## src/rtl/pipeline_hazard_ctrl_pkg.sv

```systemverilog
// Shared pipeline definitions: sequencing states, forwarding selects and
// the idle encoding of the ID/EX memory-control field.
package pipeline_hazard_ctrl_pkg;

   typedef enum logic [1:0] {
      RUN      = 2'd0,
      MEM_WAIT = 2'd1,
      DRAIN    = 2'd2,
      HALTED   = 2'd3
   } state_e;

   localparam logic [1:0] FWD_RF  = 2'b00;
   localparam logic [1:0] FWD_MEM = 2'b10;
   localparam logic [1:0] FWD_WB  = 2'b01;

   // Value the ID/EX MEM control field takes when a bubble is loaded:
   // no read, no write.
   localparam logic [1:0] IDEX_MEM_IDLE = 2'b00;

endpackage

```

## src/rtl/pipeline_hazard_ctrl_fwd_unit.sv

```systemverilog
// Operand forwarding select for one EX-stage source register. The youngest
// producer (MEM) wins over the older one (WB); register 0 is never forwarded.
module fwd_unit
   import pipeline_hazard_ctrl_pkg::*;
#(
   parameter int REG_W = 5
) (
   input  logic [REG_W-1:0] ex_rs_i,
   input  logic [REG_W-1:0] mem_wreg_i,
   input  logic             mem_regwrite_i,
   input  logic [REG_W-1:0] wb_wreg_i,
   input  logic             wb_regwrite_i,
   output logic [1:0]       fwd_sel_o
);

   // Pick the nearest in-flight producer of ex_rs_i, else the register file.
   always_comb begin
      fwd_sel_o = FWD_RF;
      if (mem_regwrite_i && (mem_wreg_i != '0) && (mem_wreg_i == ex_rs_i)) begin
         fwd_sel_o = FWD_MEM;
      end else if (wb_regwrite_i && (wb_wreg_i != '0) && (wb_wreg_i == ex_rs_i)) begin
         fwd_sel_o = FWD_WB;
      end
   end

endmodule

```

## src/rtl/pipeline_hazard_ctrl.sv

```systemverilog
// Central hazard sequencer for the five-stage pipeline: load-use stalls,
// branch flushes, data-memory waits with timeout, and host halt/drain.
module pipeline_hazard_ctrl
   import pipeline_hazard_ctrl_pkg::*;
#(
   parameter int REG_W        = 5,
   parameter int DRAIN_CYCLES = 4,
   parameter int MEM_TIMEOUT  = 255,
   parameter int CNT_W        = 32
) (
   input  logic             clk,
   input  logic             reset,
   input  logic [REG_W-1:0] id_rs1,
   input  logic [REG_W-1:0] id_rs2,
   input  logic             id_rs1_used,
   input  logic             id_rs2_used,
   input  logic [REG_W-1:0] ex_rs1,
   input  logic [REG_W-1:0] ex_rs2,
   input  logic [REG_W-1:0] ex_wreg,
   input  logic             ex_regwrite,
   input  logic             ex_memread,
   input  logic             ex_branch_taken,
   input  logic [REG_W-1:0] mem_wreg,
   input  logic             mem_regwrite,
   input  logic [REG_W-1:0] wb_wreg,
   input  logic             wb_regwrite,
   input  logic             dmem_req,
   input  logic             dmem_ready,
   input  logic             halt_req,
   output logic             pc_en,
   output logic             ifid_en,
   output logic             exmem_en,
   output logic             memwb_en,
   output logic             ifid_flush,
   output logic             idex_bubble,
   output logic [1:0]       fwd_a,
   output logic [1:0]       fwd_b,
   output logic             halted,
   output logic             timeout_err,
   output logic [CNT_W-1:0] stall_cnt,
   output logic [15:0]      flush_cnt
);

   localparam int TOUT_W  = $clog2(MEM_TIMEOUT + 1);
   localparam int DRAIN_W = (DRAIN_CYCLES > 1) ? $clog2(DRAIN_CYCLES) : 1;
   localparam logic [TOUT_W-1:0]  TOUT_MAX   = TOUT_W'(MEM_TIMEOUT);
   localparam logic [DRAIN_W-1:0] DRAIN_INIT = DRAIN_W'(DRAIN_CYCLES - 1);

   state_e               state_q, state_d;
   state_e               ret_q, ret_d;
   logic [DRAIN_W-1:0]   drainCnt_q, drainCnt_d;
   logic [TOUT_W-1:0]    toutCnt_q, toutCnt_d;
   logic                 timeoutErr_q, timeoutErr_d;
   logic [CNT_W-1:0]     stallCnt_q, stallCnt_d;
   logic [15:0]          flushCnt_q, flushCnt_d;

   logic                 luh;
   logic                 freeze;
   logic                 drainMode;
   logic                 branchFlush;
   logic [1:0]           fwdA, fwdB;

   // ex_regwrite is implied by ex_memread for a load, so only the load flag
   // matters for the stall decision.
   logic                 unusedRegwrite;
   assign unusedRegwrite = ex_regwrite;

   assign luh = ex_memread && (ex_wreg != '0) &&
                ((id_rs1_used && (id_rs1 == ex_wreg)) ||
                 (id_rs2_used && (id_rs2 == ex_wreg)));

   // A pending access in MEM freezes the whole pipe, whether it is running
   // normally or still draining toward a halt.
   assign freeze = ((state_q == MEM_WAIT) && !dmem_ready) ||
                   (((state_q == RUN) || (state_q == DRAIN)) && dmem_req && !dmem_ready);

   // The ready cycle of a wait that interrupted a drain keeps inserting bubbles.
   assign drainMode = (state_q == DRAIN) || ((state_q == MEM_WAIT) && (ret_q == DRAIN));

   fwd_unit #(.REG_W(REG_W)) u_fwdA (
      .ex_rs_i        (ex_rs1),
      .mem_wreg_i     (mem_wreg),
      .mem_regwrite_i (mem_regwrite),
      .wb_wreg_i      (wb_wreg),
      .wb_regwrite_i  (wb_regwrite),
      .fwd_sel_o      (fwdA)
   );

   fwd_unit #(.REG_W(REG_W)) u_fwdB (
      .ex_rs_i        (ex_rs2),
      .mem_wreg_i     (mem_wreg),
      .mem_regwrite_i (mem_regwrite),
      .wb_wreg_i      (wb_wreg),
      .wb_regwrite_i  (wb_regwrite),
      .fwd_sel_o      (fwdB)
   );

   // Forwarding is meaningless while the pipe is held or in reset.
   assign fwd_a = (reset || (state_q == HALTED)) ? FWD_RF : fwdA;
   assign fwd_b = (reset || (state_q == HALTED)) ? FWD_RF : fwdB;

   // Pipeline register controls, priority freeze > drain > branch > load-use.
   always_comb begin
      pc_en       = 1'b0;
      ifid_en     = 1'b0;
      exmem_en    = 1'b0;
      memwb_en    = 1'b0;
      ifid_flush  = 1'b0;
      idex_bubble = 1'b0;
      halted      = 1'b0;
      branchFlush = 1'b0;
      if (reset) begin
         ifid_flush  = 1'b1;
         idex_bubble = 1'b1;
      end else if (state_q == HALTED) begin
         halted = halt_req;
      end else if (freeze) begin
         pc_en = 1'b0;
      end else if (drainMode) begin
         ifid_en     = 1'b1;
         exmem_en    = 1'b1;
         memwb_en    = 1'b1;
         ifid_flush  = 1'b1;
         idex_bubble = 1'b1;
      end else if (ex_branch_taken) begin
         pc_en       = 1'b1;
         ifid_en     = 1'b1;
         exmem_en    = 1'b1;
         memwb_en    = 1'b1;
         ifid_flush  = 1'b1;
         idex_bubble = 1'b1;
         branchFlush = 1'b1;
      end else if (luh) begin
         exmem_en    = 1'b1;
         memwb_en    = 1'b1;
         idex_bubble = 1'b1;
      end else begin
         pc_en    = 1'b1;
         ifid_en  = 1'b1;
         exmem_en = 1'b1;
         memwb_en = 1'b1;
      end
   end

   // Next state, drain/timeout counters and the statistics counters.
   always_comb begin
      state_d    = state_q;
      ret_d      = ret_q;
      drainCnt_d = drainCnt_q;
      toutCnt_d  = toutCnt_q;
      case (state_q)
         RUN: begin
            if (freeze) begin
               state_d   = MEM_WAIT;
               ret_d     = RUN;
               toutCnt_d = TOUT_W'(1);
            end else if (halt_req && !ex_branch_taken) begin
               state_d    = DRAIN;
               drainCnt_d = DRAIN_INIT;
            end
         end
         MEM_WAIT: begin
            if (dmem_ready) begin
               state_d = ret_q;
            end else if (toutCnt_q != TOUT_MAX) begin
               toutCnt_d = toutCnt_q + TOUT_W'(1);
            end
         end
         DRAIN: begin
            if (freeze) begin
               state_d   = MEM_WAIT;
               ret_d     = DRAIN;
               toutCnt_d = TOUT_W'(1);
            end else if (drainCnt_q == '0) begin
               state_d = HALTED;
            end else begin
               drainCnt_d = drainCnt_q - DRAIN_W'(1);
            end
         end
         HALTED: begin
            if (!halt_req) begin
               state_d = RUN;
            end
         end
      endcase

      timeoutErr_d = timeoutErr_q || ((state_d == MEM_WAIT) && (toutCnt_d == TOUT_MAX));

      stallCnt_d = stallCnt_q;
      if (((state_q == RUN) || (state_q == MEM_WAIT)) && !pc_en && !(&stallCnt_q)) begin
         stallCnt_d = stallCnt_q + CNT_W'(1);
      end

      flushCnt_d = flushCnt_q;
      if (branchFlush && !(&flushCnt_q)) begin
         flushCnt_d = flushCnt_q + 16'd1;
      end
   end

   // State and counter registers; reset aborts any wait or drain at once.
   always_ff @(posedge clk or posedge reset) begin
      if (reset) begin
         state_q      <= RUN;
         ret_q        <= RUN;
         drainCnt_q   <= '0;
         toutCnt_q    <= '0;
         timeoutErr_q <= 1'b0;
         stallCnt_q   <= '0;
         flushCnt_q   <= '0;
      end else begin
         state_q      <= state_d;
         ret_q        <= ret_d;
         drainCnt_q   <= drainCnt_d;
         toutCnt_q    <= toutCnt_d;
         timeoutErr_q <= timeoutErr_d;
         stallCnt_q   <= stallCnt_d;
         flushCnt_q   <= flushCnt_d;
      end
   end

   assign timeout_err = timeoutErr_q;
   assign stall_cnt   = stallCnt_q;
   assign flush_cnt   = flushCnt_q;

endmodule

```

## config.mk

```make
export PLATFORM = sky130hd
export DESIGN_NAME = pipeline_hazard_ctrl
export DESIGN_NICKNAME = d
export VERILOG_FILES = /design/src/rtl/pipeline_hazard_ctrl_pkg.sv /design/src/rtl/pipeline_hazard_ctrl_fwd_unit.sv /design/src/rtl/pipeline_hazard_ctrl.sv
export SDC_FILE = /design/constraint.sdc
export NUM_CORES = 1
export LEC_CHECK = 0
export BUFFER_PORTS_ARGS = -buffer_cell sky130_fd_sc_hd__buf_2
export CAP_MARGIN = 10
export CORE_MARGIN = 3
export CORE_UTILIZATION = 55
export CTS_BUF_LIST = sky130_fd_sc_hd__clkbuf_8 sky130_fd_sc_hd__clkbuf_16
export DETAILED_ROUTE_END_ITERATION = 16
export PLACE_DENSITY = 0.84
export SYNTH_ARGS = -nofsm -noshare
export SYNTH_HDL_FRONTEND = slang
export SYNTH_SLANG_ARGS = --single-unit
```

## constraint.sdc

```tcl
create_clock -name clk -period 8.2 [get_ports clk]
set_input_delay 0.82 -clock clk [delete_from_list [all_inputs] [get_ports clk]]
set_output_delay 0.82 -clock clk [all_outputs]
set_load 0.005 [all_outputs]
```

==> impl_metrics.py <==
metrics = {
    "floorplan": {
        "die_h_um": 87.5,
        "core_um2": 6390,
        "die_w_um": 87.5,
        "initial_core_util_pct": 57.2,
        "rows": 29,
        "die_area_um2": 7660,
        "pin_count": 107,
    },
    "route": {
        "drc_errors": 0,
        "ant_nets": 0,
        "drt_iter0_drc": 236,
        "dr.pass1.iters": 4,
        "drt_wl_total_um": 8730,
        "wl_per_cell_um": 15.5,
        "viasPerCell": 5.77,
        "routed-via-count": 3241,
    },
    "cells_and_area": {
        "diodes": 0,
        "finish.utilization_pct": 69.4,
        "nFillCells": 505,
        "area_growth_pct": 21.4,
        "drive_gt1_share_pct": 28.7,
        "fin_nets": 532,
    },
    "timing": {
        "skew_ns": 0.00571,
        "final-hold-violation-count": 0,
        "setup_tns_ns": 0,
        "maxSlewViolCount": 0,
        "timing.final.crit_period_ns": 3.32,
        "period_share_pct": 40.5,
        "tightest_slew_ns": 1.05,
        "finalSetupViolations": 0,
        "rsz0062_at_grt": "false",
        "max_freq_mhz": 301,
        "max_slew_margin_pct": 29.4,
    },
    "setup_path": {
        "crit_fanout": 4,
        "cp-start-kind": "input pin",
        "worst_setup_path_end_kind": "primary output",
        "crit_type": "in -> out",
        "cp.arrival_ns": 2.50,
        "critPathRequiredTime_ns": 7.38,
    },
    "clocking": {
        "ctsHoldBuffers": 0,
        "cts_setup_buffers": 0,
        "cts-root-buf": "clkbuf_8",
        "post_cts_resized": 0,
        "clk_latency_ns": 0.34,
        "cts.sinks": 62,
        "htree_levels": 3,
        "clk_path_buf_depth": 2,
        "clk_pin_slew_ns": 0.06,
        "cts_made_buffers": 9,
        "cts_tree": "built",
    },
    "yosys": {
        "ys_top_cells_by_count": "dfrtp_1 (62), xnor2_1 (47), xor2_1 (31)",
        "yosysWarnings": 0,
        "syn_area_um2": 3650,
        "synth_top_area_share_pct": 42.5,
        "synth_nets": 424,
        "synth_edf_count": 0,
        "synth_area_leader_cell": "dfrtp_1",
        "ys_ff_latch": 62,
        "synth_area_per_cell_um2": 9.79,
        "async_flop_share_pct": 100,
        "synth_flop_cell": "dfrtp_1",
        "seq_area_frac_synth_pct": 42.5,
        "synth_area_leaders": "dfrtp_1 (42%), xnor2_1 (11%), xor2_1 (7.4%)",
        "yosysMostFrequentCell": "dfrtp_1",
        "synth.distinct_cells": 52,
        "syn_inst": 373,
    },
    "grt": {
        "antenna_found_initial": 0,
        "grt_overflow": 0,
        "grt_pass1_vias": 3125,
        "grt_usage_pct": 23.7,
        "grt_max_degree": 65,
        "grt_pass1_wl_um": 14400,
    },
    "pwr": {
        "combPwrFrac_pct": 28.5,
        "power_density_nw_per_um2": 223,
        "internal_power_uw": 641,
        "leakage_uw": 0.00211,
        "power_frac_clock_pct": 28.1,
        "switchingPower_uw": 347,
        "p_sw_share_pct": 35.1,
        "p_seq_share_pct": 43.4,
        "peakVddDrop_mv": 0.159,
    },
    "job": {
        "drv_cap": 0,
    },
    "place": {
        "dp_hpwl_um": 6460,
        "place.gp.congestion": 0.843,
        "port_buffers": 105,
    },
    "status": {
        "status": "completed",
    },
    "min_path": {
        "hold_class": "reg -> reg",
    },
}
-- critical path, cell delays in order --
cell and delay (ns):
buf_2 0.13, or4_1 0.50, o21ai_0 0.47, nor3_1 0.13, nor4_1 0.29, buf_2 0.16
-- layout by cell type (no fill, tap or decap), types with 2 or more instances in the layout --
master	n
nand3b_1	2
buf_2	105
inv_2	2
o22ai_1	2
nand2b_1	3
or3_1	3
xnor2_1	47
nand4_1	19
a21oi_1	9
or4_1	5
nor4b_1	2
mux2_2	3
nor2_1	18
and3_1	16
mux2i_1	2
nand2_1	25
nor3_1	17
a41oi_1	2
nand3_1	27
a41o_1	2
xor2_1	31
nor4_1	10
and4_1	5
ha_1	4
dfrtp_1	62
and2b_1	2
nor4_4	2
or2_2	2
o21ai_0	10
inv_1	10
clkbuf_8	12
o21ai_1	2
-- routing by layer --
layer	share of wire (%)	wire length (um)	track usage, %	vias up
met5	0	0	0	-
met4	0.85	74	5.86	0
met1	43	3720	30.7	1555
li1	-	-	-	1557
met2	50	4380	40.2	120
met3	6.3	550	5.58	9
-- through the flow --
stage	cell area, um^2	hold WS [ns]	total power (uW)	worst slack (ns)	cells
after detailed placement	4230	0.475	712	4.93	547
after floorplan	3650	0.460	616	4.01	373
after global placement	4230	0.469	699	4.96	547
after CTS	4430	0.493	996	4.92	562
final	4430	0.480	988	4.88	562
after global routing	4430	0.515	1050	4.78	562
-- cell type report --
cell class	count	area (um^2)	share of cell area, %
multi-input combinational	289	1990	45.0
sequential	62	1550	35.0
clock inverter	3	42.5	0.959
timing repair buffer	106	533	12.0
tap	77	96.3	2.17
inverter	13	51.3	1.16
clock buffer	12	165	3.72
-- power groups by stage --
stage	Sequential [uW]	Clock, uW	Combinational [uW]
6_report	429	278	281
4_1_cts	429	285	282
3_5_place_dp	432	0	280
3_3_place_gp	429	0	269
5_1_grt	442	295	318
2_1_floorplan	418	0	199
-- kinds of logic (layout without fill, tap and decap cells) --
| logic type | count (synthesis) | in the layout | synth area share [%] |
|---|---|---|---|
| AOI/OAI and AO/OA | 37 | 37 | 7.19 |
| muxes | 5 | 5 | 1.47 |
| adders and majority gates | 4 | 4 | 1.37 |
| and+or+nand+nor | 165 | 165 | 25.9 |
| DFF | 62 | 62 | 42.5 |
| xor gates and xnor gates | 78 | 78 | 18.7 |
| buffers and inverters | 22 | 134 | 2.95 |
-- path summary, 6_finish.rpt --
check,from,endpoint,slack (ns),cells after the start
max in group asynchronous,reset,toutCnt_q[1]$_DFF_PP0_,6.94,3
worst min-delay path,timeout_err$_DFF_PP0_,timeout_err$_DFF_PP0_,0.48,1
worst max register to register,stall_cnt[0]$_DFFE_PP0P_,stall_cnt[1]$_DFFE_PP0P_,5.53,6
min in group asynchronous,reset,ret_q[1]$_DFFE_PP0P_,0.75,3
worst max-delay path,mem_wreg[0],fwd_b[0],4.88,6
worst min register to register,timeout_err$_DFF_PP0_,timeout_err$_DFF_PP0_,0.48,1
-- flip-flops by register name, summed over array words and instances (netlist names) --
signal       cells
stall_cnt       32
flush_cnt       16
toutCnt_q        8
drainCnt_q       2
state_q          2
ret_q            1
timeout_err      1
(Power assumes the default switching activity.)
